$ cat config.mk
export PLATFORM = sky130hd
export DESIGN_NAME = oled_spi_tx
export DESIGN_NICKNAME = d
export VERILOG_FILES = /design/src/rtl/oled_spi_tx_pkg.sv /design/src/rtl/oled_spi_tx_spi_shifter.sv /design/src/rtl/oled_spi_tx.sv
export SDC_FILE = /design/constraint.sdc
export NUM_CORES = 1
export LEC_CHECK = 0
export CAP_MARGIN = 40
export CORE_UTILIZATION = 40
export CTS_BUF_LIST = sky130_fd_sc_hd__clkbuf_2 sky130_fd_sc_hd__clkbuf_4 sky130_fd_sc_hd__clkbuf_8
export DETAILED_ROUTE_END_ITERATION = 6
export GPL_ROUTABILITY_DRIVEN = 0
export PLACE_DENSITY = 0.59
export SETUP_SLACK_MARGIN = 0.3
export SLEW_MARGIN = 20
export SYNTH_ARGS = -nofsm -noshare
export SYNTH_HDL_FRONTEND = slang
export SYNTH_HIERARCHICAL = 1
export SYNTH_SLANG_ARGS = --single-unit
$ cat constraint.sdc
create_clock -name CLK -period 3.5 [get_ports CLK]
set_input_delay 0.35 -clock CLK [delete_from_list [all_inputs] [get_ports CLK]]
set_output_delay 0.35 -clock CLK [all_outputs]
set_load 0.005 [all_outputs]
$ cat src/rtl/oled_spi_tx_pkg.sv
// Shared definitions for the OLED SPI transmitter: FSM states, init ROM, panel geometry.
package oled_spi_tx_pkg;

  typedef enum logic [2:0] {
    PWR_UP,
    RST_LOW,
    RST_WAIT,
    INIT,
    VCC_ON,
    DISP_ON,
    STREAM
  } state_t;

  localparam int unsigned INIT_LEN  = 12;
  localparam int unsigned WIDTH     = 96;
  localparam int unsigned HEIGHT    = 64;
  localparam int unsigned NPIX      = WIDTH * HEIGHT;
  localparam int unsigned CNT_MIN_W = 20;

  localparam logic [7:0] CMD_DISP_ON = 8'hAF;

  function automatic int unsigned max_u(input int unsigned a, input int unsigned b);
    return (a > b) ? a : b;
  endfunction

  // Panel init command sequence, sent in index order before vccen is raised
  function automatic logic [7:0] init_rom(input logic [3:0] idx);
    case (idx)
      4'd0:    return 8'hAE;
      4'd1:    return 8'hA0;
      4'd2:    return 8'h72;
      4'd3:    return 8'hA1;
      4'd4:    return 8'h00;
      4'd5:    return 8'hA2;
      4'd6:    return 8'h00;
      4'd7:    return 8'hA4;
      4'd8:    return 8'hA8;
      4'd9:    return 8'h3F;
      4'd10:   return 8'hAD;
      4'd11:   return 8'h8E;
      default: return 8'hE3;
    endcase
  endfunction

endpackage

$ cat src/rtl/oled_spi_tx_spi_shifter.sv
// MSB-first SPI serializer: 8- or 16-bit frames, sclk idles high, 2 cycles per bit,
// followed by one cs-high gap cycle during which done is asserted.
module spi_shifter (
  input  logic        i_clk,
  input  logic        i_rstn,
  input  logic        i_load,
  input  logic [15:0] i_data,
  input  logic        i_len16,
  output logic        o_busy,
  output logic        o_done,
  output logic        o_cs,
  output logic        o_sclk,
  output logic        o_sdin
);

  logic [15:0] r_sr;
  logic [4:0]  r_cnt;
  logic        r_busy;
  logic        r_gap;
  logic        r_len16;
  logic        r_cs;
  logic        r_sclk;
  logic        r_sdin;

  logic        w_accept;
  logic        w_last;

  // A new frame may start while idle or on the gap cycle, giving back-to-back frames
  assign w_accept = i_load && (!r_busy || r_gap);
  assign w_last   = (r_cnt == (r_len16 ? 5'd31 : 5'd15));

  // Shift engine: even half-cycles raise sclk, odd ones drop it and present the next bit
  always_ff @(posedge i_clk) begin
    if (!i_rstn) begin
      r_sr    <= '0;
      r_cnt   <= '0;
      r_busy  <= 1'b0;
      r_gap   <= 1'b0;
      r_len16 <= 1'b0;
      r_cs    <= 1'b1;
      r_sclk  <= 1'b1;
      r_sdin  <= 1'b0;
    end else if (w_accept) begin
      r_busy  <= 1'b1;
      r_gap   <= 1'b0;
      r_len16 <= i_len16;
      r_cnt   <= '0;
      r_cs    <= 1'b0;
      r_sclk  <= 1'b0;
      if (i_len16) begin
        r_sdin <= i_data[15];
        r_sr   <= {i_data[14:0], 1'b0};
      end else begin
        r_sdin <= i_data[7];
        r_sr   <= {i_data[6:0], 9'b0};
      end
    end else if (r_gap) begin
      r_busy <= 1'b0;
      r_gap  <= 1'b0;
    end else if (r_busy) begin
      r_cnt <= r_cnt + 1'b1;
      if (!r_cnt[0]) begin
        r_sclk <= 1'b1;
      end else if (w_last) begin
        r_cs  <= 1'b1;
        r_gap <= 1'b1;
      end else begin
        r_sclk <= 1'b0;
        r_sdin <= r_sr[15];
        r_sr   <= {r_sr[14:0], 1'b0};
      end
    end
  end

  assign o_busy = r_busy;
  assign o_done = r_gap;
  assign o_cs   = r_cs;
  assign o_sclk = r_sclk;
  assign o_sdin = r_sdin;

endmodule

$ cat src/rtl/oled_spi_tx.sv
// OLED panel controller: power-up/reset/init sequence, then continuous RGB565 pixel streaming.
module oled_spi_tx
  import oled_spi_tx_pkg::*;
#(
  parameter int unsigned PWR_CYCLES = 125,
  parameter int unsigned RST_CYCLES = 19,
  parameter int unsigned VCC_CYCLES = 625000
) (
  input  logic        CLK,
  input  logic        RSTn,
  input  logic [15:0] pixel_data,
  output logic [12:0] pixel_index,
  output logic        sample_pixel,
  output logic        frame_begin,
  output logic        streaming,
  output logic        cs,
  output logic        sdin,
  output logic        sclk,
  output logic        d_cn,
  output logic        resn,
  output logic        vccen,
  output logic        pmoden
);

  localparam int unsigned CW =
    max_u(CNT_MIN_W, $clog2(max_u(VCC_CYCLES, max_u(PWR_CYCLES, RST_CYCLES)) + 1));

  state_t      r_state;
  state_t      w_next;
  logic [CW-1:0] r_cnt;
  logic [3:0]  r_idx;
  logic        r_pmoden;
  logic [12:0] r_pix_idx;

  logic        w_cnt_inc;
  logic        w_load;
  logic        w_len16;
  logic [15:0] w_data;
  logic        w_busy;
  logic        w_done;
  logic        w_ready;

  assign w_ready = !w_busy || w_done;

  spi_shifter u_shifter (
    .i_clk   (CLK),
    .i_rstn  (RSTn),
    .i_load  (w_load),
    .i_data  (w_data),
    .i_len16 (w_len16),
    .o_busy  (w_busy),
    .o_done  (w_done),
    .o_cs    (cs),
    .o_sclk  (sclk),
    .o_sdin  (sdin)
  );

  // State register, wait counter, init ROM pointer and pixel raster index
  always_ff @(posedge CLK) begin
    if (!RSTn) begin
      r_state   <= PWR_UP;
      r_cnt     <= '0;
      r_idx     <= '0;
      r_pmoden  <= 1'b0;
      r_pix_idx <= '0;
    end else begin
      r_state  <= w_next;
      r_pmoden <= 1'b1;
      if (w_next != r_state)
        r_cnt <= '0;
      else if (w_cnt_inc)
        r_cnt <= r_cnt + 1'b1;
      if (w_load && (r_state == INIT))
        r_idx <= r_idx + 4'd1;
      if (w_load && (r_state == STREAM))
        r_pix_idx <= (r_pix_idx == 13'(NPIX - 1)) ? '0 : r_pix_idx + 13'd1;
    end
  end

  // Next-state and shifter load decode; PWR_UP only counts once pmoden is actually high
  always_comb begin
    w_next    = r_state;
    w_cnt_inc = 1'b0;
    w_load    = 1'b0;
    w_len16   = 1'b0;
    w_data    = '0;
    case (r_state)
      PWR_UP: begin
        if (r_pmoden) begin
          if (r_cnt == CW'(PWR_CYCLES - 1)) w_next = RST_LOW;
          else                              w_cnt_inc = 1'b1;
        end
      end
      RST_LOW: begin
        if (r_cnt == CW'(RST_CYCLES - 1)) w_next = RST_WAIT;
        else                              w_cnt_inc = 1'b1;
      end
      RST_WAIT: begin
        if (r_cnt == CW'(RST_CYCLES - 1)) w_next = INIT;
        else                              w_cnt_inc = 1'b1;
      end
      INIT: begin
        w_data = {8'h00, init_rom(r_idx)};
        if (w_ready && (r_idx < 4'(INIT_LEN))) w_load = 1'b1;
        else if (w_done)                       w_next = VCC_ON;
      end
      VCC_ON: begin
        if (r_cnt == CW'(VCC_CYCLES - 1)) w_next = DISP_ON;
        else                              w_cnt_inc = 1'b1;
      end
      DISP_ON: begin
        w_data = {8'h00, CMD_DISP_ON};
        if (!w_busy)     w_load = 1'b1;
        else if (w_done) w_next = STREAM;
      end
      STREAM: begin
        w_len16 = 1'b1;
        w_data  = pixel_data;
        w_load  = w_ready;
      end
      default: w_next = PWR_UP;
    endcase
  end

  assign pmoden       = r_pmoden;
  assign resn         = (r_state != RST_LOW);
  assign vccen        = (r_state inside {VCC_ON, DISP_ON, STREAM});
  assign d_cn         = (r_state == STREAM);
  assign streaming    = (r_state == STREAM);
  assign sample_pixel = w_load && (r_state == STREAM);
  assign frame_begin  = sample_pixel && (r_pix_idx == '0);
  assign pixel_index  = r_pix_idx;

endmodule

# ---- Word-level counts from Yosys, hierarchy flattened
# Memory sizes are Yosys's and may differ from the RTL's. A register that Yosys moved wholly into a read port is not among the register bits.
# Cells that the tools add are included.
dict set report word_totals {
  regBits 68
  mem_bits_ro 128
  out_inout_bits 23
  word_cells 111
  memories 1
}
dict set report op_classes {
  add_sub_neg 4
  n_lt_le_gt_ge 1
  n_eq_ne 16
  n_mux 50
  bitwise 4
  n_reduce_logical 22
}
# memory words word_bits read_ports rd_clocked_by_memory_dff write_ports line
set mem_list {}
lappend mem_list {{(no name shown)} 16 8 1 1 0 oled_spi_tx_pkg.sv:28} ;# case (idx)
# op count
set op_table {}
lappend op_table {{two-way mux 16 bit} 6}
lappend op_table {{one-hot mux 16 bit (3 select lines)} 1}
lappend op_table {{two-way mux 1 bit} 27}
lappend op_table {{two-way mux 3 bit} 9}
lappend op_table {{one-hot mux 3 bit (7 select lines)} 1}
lappend op_table {{adder 20 x 1 -> 20 bit (second input constant)} 1}
lappend op_table {{== test 20 bit (second input constant)} 1}
lappend op_table {{== test 20 x 5 -> 1 bit (second input constant)} 1}
lappend op_table {{== test 20 x 7 -> 1 bit (second input constant)} 1}
lappend op_table {{adder 13 x 1 -> 13 bit (second input constant)} 1}
lappend op_table {{== test 13 bit (second input constant)} 1}
lappend op_table {{logical NOT 13 bit} 1}
lappend op_table {{two-way mux 13 bit} 1}
lappend op_table {{== test 3 bit (second input constant)} 3}
lappend op_table {{two-way mux 4 bit} 2}
lappend op_table {{AND reduction 4 bit} 2}
lappend op_table {{nonzero test 2 bit} 4}
lappend op_table {{== test 3 x 2 -> 1 bit (second input constant)} 2}
lappend op_table {{one-hot mux 1 bit (3 select lines)} 2}
lappend op_table {{OR reduction 2 bit} 3}
lappend op_table {{adder 5 x 1 -> 5 bit (second input constant)} 1}
lappend op_table {{== test 5 bit} 1}
lappend op_table {{logical AND 1 bit} 5}
lappend op_table {{two-way mux 5 bit} 1}
lappend op_table {{other kinds (16)} 19}

# ---- Depth between registers and ports, before layout
dict set report depth {
  depth_word 8
  ltp_mapped 11
  depth_no_buf 8
}

# ---- Modules after synthesis
# Netlist, hierarchy kept.
# module instances cells_per_inst area_each_um2 seq_area_each_um2
set modules_own_cells {}
lappend modules_own_cells {oled_spi_tx 1 363 3030.4 980.9}
lappend modules_own_cells {spi_shifter 1 148 1318.8 520.5}

# ---- Worst setup path before layout
# OpenSTA, ideal clock, no wires.
dict set report synth_path {
  kind {register -> register}
  from {reg r_state[2]}
  to {reg u_shifter.r_sr[9]}
  setup_time_ns 0.125
  t_arrival_ns 2.079
  required_time_ns 3.375
  path_slack_ns 1.296
  path_stages_with_launch 11
  path_buffers 4
  period_less_slack_ns 2.204
  cell_sequence {dfxtp_1 -> buf_2 -> inv_1 -> clkbuf_1 -> nor3_1 -> buf_2 -> buf_2 -> mux2i_1 -> nand3_1 -> o211ai_1 -> o21ai_1}
}
dict set report synth_via {
  elab_chain_cells 5
  elab_cells_between_ends 14
  classes_between {eq/ne (5); mux (5); reduce/logical (4)}
}
# element line
set synth_lines {}
lappend synth_lines {{from (decl)} oled_spi_tx.sv:28} ;# state_t r_state;
lappend synth_lines {{from (signal assigned)} oled_spi_tx.sv:67} ;# r_state <= w_next;
lappend synth_lines {{== test 3 bit *} n/a}
lappend synth_lines {{net d_cn} oled_spi_tx.sv:19} ;# output logic d_cn,
lappend synth_lines {{one-hot mux 1 bit (3 select lines)} oled_spi_tx.sv:87} ;# case (r_state)
lappend synth_lines {{logical AND 1 bit} oled_spi_tx_spi_shifter.sv:29} ;# assign w_accept = i_load && (!r_busy || r_gap);
lappend synth_lines {{inequality test 2 bit (no source line), or another cell as far along} n/a}
lappend synth_lines {{AND reduction 4 bit (no source line)} n/a}
lappend synth_lines {{to (signal assigned)} oled_spi_tx_spi_shifter.sv:52} ;# r_sr <= {i_data[14:0], 1'b0};
lappend synth_lines {{to (signal assigned)} oled_spi_tx_spi_shifter.sv:55} ;# r_sr <= {i_data[6:0], 9'b0};
lappend synth_lines {{to (signal assigned)} oled_spi_tx_spi_shifter.sv:70} ;# r_sr <= {r_sr[14:0], 1'b0};
lappend synth_lines {{to (decl)} oled_spi_tx_spi_shifter.sv:16} ;# logic [15:0] r_sr;
# Mark *: on every way through the listed nets, which the timed path passes. The rest lies on a longest branch.
# A chain may end at the register's enable or synchronous reset.

# ---- Final worst setup path
dict set report layout_path {
  from {reg r_state[1]}
  to {out frame_begin}
}
dict set report layout_via {
  elab_chain_cells 4
  elab_cells_between_ends 6
  classes_between {eq/ne (3); mux (1); reduce/logical (2)}
}
# element line
set layout_lines {}
lappend layout_lines {{== test 3 bit, or another cell as far along} {oled_spi_tx.sv:87, oled_spi_tx.sv:130}}
lappend layout_lines {{one-hot mux 1 bit (3 select lines)} oled_spi_tx.sv:87}
lappend layout_lines {{logical AND 1 bit *} oled_spi_tx.sv:130} ;# assign sample_pixel = w_load && (r_state == STREAM);
lappend layout_lines {{logical AND 1 bit *} oled_spi_tx.sv:131} ;# assign frame_begin = sample_pixel && (r_pix_idx == '0);
lappend layout_lines {{to (decl)} oled_spi_tx.sv:14} ;# output logic frame_begin,
# Mark *: on every way between the ends. The rest lies on a longest branch, timed or not.

==> qor.yml <==
status: "complete, no violations"
num_io_pins: 41
ys_seq_area_share_pct: 34.5
setup_viol: 0
cpPeakStageDelay_ns: 0.65
drc: 0
num-nets-final: 573
finalMaxSlewViolations: 0
synth_top_family_by_area: "simple AND/OR/NAND/NOR gates"
async_flop_share_pct: 0
synth_ff_type: "dfxtp_1"
synth_mux_area_share_pct: 3.71
grt_util_all_layers_pct: 19.8
overflow: 0
rsz0062_at_grt: "false"
min_path_type: "reg2reg"
wl_met1_um: 5090
syn-num-nets: 543
avgSynthCellArea_um2: 8.51
final.setup.tns_ns: 0
cts_setup_buffers: 0
dr.max_layer_used: "met4"
drv_cap: 0
ys_types: 70
htree_levels: 3
layout_min_cycle_time_ns: 2.92
clk_latency_ns: 0.36
worst_setup_path_end_kind: "primary output"
num_antenna_cells: 0
antenna_found_initial: 0
yosysTopAreaCellShare_pct: 34.5
worstPathCellList: "and2b_1, and3_1, and4_1, clkdlybuf4s50_1"
clk_transition_reported_paths_ns: 0.09
cts_sinks: 75
crit_required_ns: 3.15
yosys-top-cells-area: "dfxtp_1 (35%), nand2_1 (4.1%), ha_1 (4.0%)"
grt_pass1_wl_um: 17800
cp_max_fo: 14
synth_compound_area_share_pct: 17.6
cts_tree: "done"
cts.repair.resized: 0
io_buffers: 40
fp.dieW_um: 106
cp_top_family: "simple AND/OR/NAND/NOR gates"
firstDrtPassIters: 4
worst_ep_arrival_time_ns: 2.57
dr.first_iter.drc_count: 143
core_area_um2: 10400
fin_crit_sh_pct: 83.4
start_util_pct: 41.8
routed-via-count: 3762
synthCells: 511
ctsHoldBuffers: 0
worstSetupStartpointType: "flop"
clockBufferDepth: 2
drtAntennaViolNets: 0
tightest_slew_ns: 0.755
syn_area_um2: 4350
fmax_ghz: 0.343
yosys.area_share.simple_pct: 29.4
dr_wl_met3_um: 415
routedWlPerCell_um: 15.4
crit_type: "reg2out"
grt_pass1_vias: 3630
dr_wl_met2_um: 4880
core.rowCount: 37
timing.clock.skew_ns: 0.0103
die_y_um: 106
p_per_area_nw_per_um2: 313
finalHoldViolations: 0
critPathBufInv: 1
synth_adder_area_share_pct: 4.03
yosysMostFrequentCell: "dfxtp_1"
critPathSlowestCell: "dfxtp_1"
ir_worst_vdd_mv: 0.173
slew_headroom_pct: 49.4
ys_ff_latch: 75
final_util_pct: 47.9
p_leak_nw: 1.69
syn2layout_area_growth_pct: 14.8
finalPower_mw: 1.56
synth_edf_count: 0
dpl.hpwl_um: 7400
synth_area_leader_cell: "dfxtp_1"
drive_gt1_share_pct: 10.8
root_buffer: "clkbuf_8"
grt_start_max_net_pins: 31
synth_xor_area_share_pct: 5.21
ys_top_cells_by_count: "dfxtp_1 (75), nand2_1 (47), nor2_1 (40)"
vias_per_cell: 5.52
cts_made_buffers: 9
yosysWarnings: 6
dieArea_um2: 11300
routed_wl_um: 10500
-- path summary, 6_finish.rpt --
check	from	slack [ns]	to	depth (start not counted)
setup / recovery	r_state[1]	0.58	frame_begin	4
hold reg to reg	u_shifter/o_sdin	0.47	u_shifter/o_sdin	2
setup reg to reg	r_state[1]	0.73	u_shifter/r_sr[7]	8
hold / removal	u_shifter/o_sdin	0.47	u_shifter/o_sdin	2
-- cell type report --
class,count,area (µm²)
Fill cell,1027,5420
Multi-Input combinational cell,389,2610
Sequential cell,75,1500
Timing Repair Buffer,48,460
Tap cell,136,170
Clock buffer,9,124
Inverter,18,67.6
Clock inverter,7,57.6
-- per-stage QoR --
step / std cells / area [µm²] / hold WS, ns / setup slack (ns)
after CTS: 682 / 4990 / 0.474 / 0.603
after global routing: 682 / 4990 / 0.494 / 0.450
after global placement: 666 / 4810 / 0.442 / 0.906
after floorplan: 511 / 4350 / 0.378 / 1.30
final: 682 / 4990 / 0.471 / 0.582
after detailed placement: 666 / 4810 / 0.459 / 0.728
-- tightest hold or removal path, cell delays in order (launching register included) --
cell and delay [ns]:
dfxtp_1 0.32, nand4_1 0.06, o21ai_1 0.06
-- report_power, final --
group	internal (mW)	switching (mW)	total [mW]	leakage, nW
clock	0.268	0.369	0.637	0.0886
sequential	0.856	0.00452	0.860	0.605
combinational	0.0310	0.0336	0.0646	0.993
total	1.16	0.407	1.56	1.69
-- layout by cell type (no fill, tap or decap), types with 15 or more instances in the layout --
master and instances:
nand2_1 47, nand4_1 17, xnor2_1 15, dfxtp_1 75
inv_1 16, a21oi_1 24, nor2_1 40, mux2i_1 15
nand3_1 33, o21ai_1 15, and3_1 15, clkdlybuf4s50_1 40
-- routing by layer --
metal | vias up | global-route usage, %
met1 | 1783 | 26.5
li1 | 1899 | -
met5 | - | 0
met4 | 0 | 5.95
met2 | 69 | 31.8
met3 | 11 | 4.05
-- cell families after synthesis --
logic type | count (synthesis)
AO/OA/AOI/OAI | 111
XOR/XNOR | 25
adder cells (fa/ha/maj) | 14
buffers and inverters | 47
flip-flops | 75
multiplexers | 16
AND/OR/NAND/NOR | 223
Note: power is estimated with default switching activity, not from simulation.
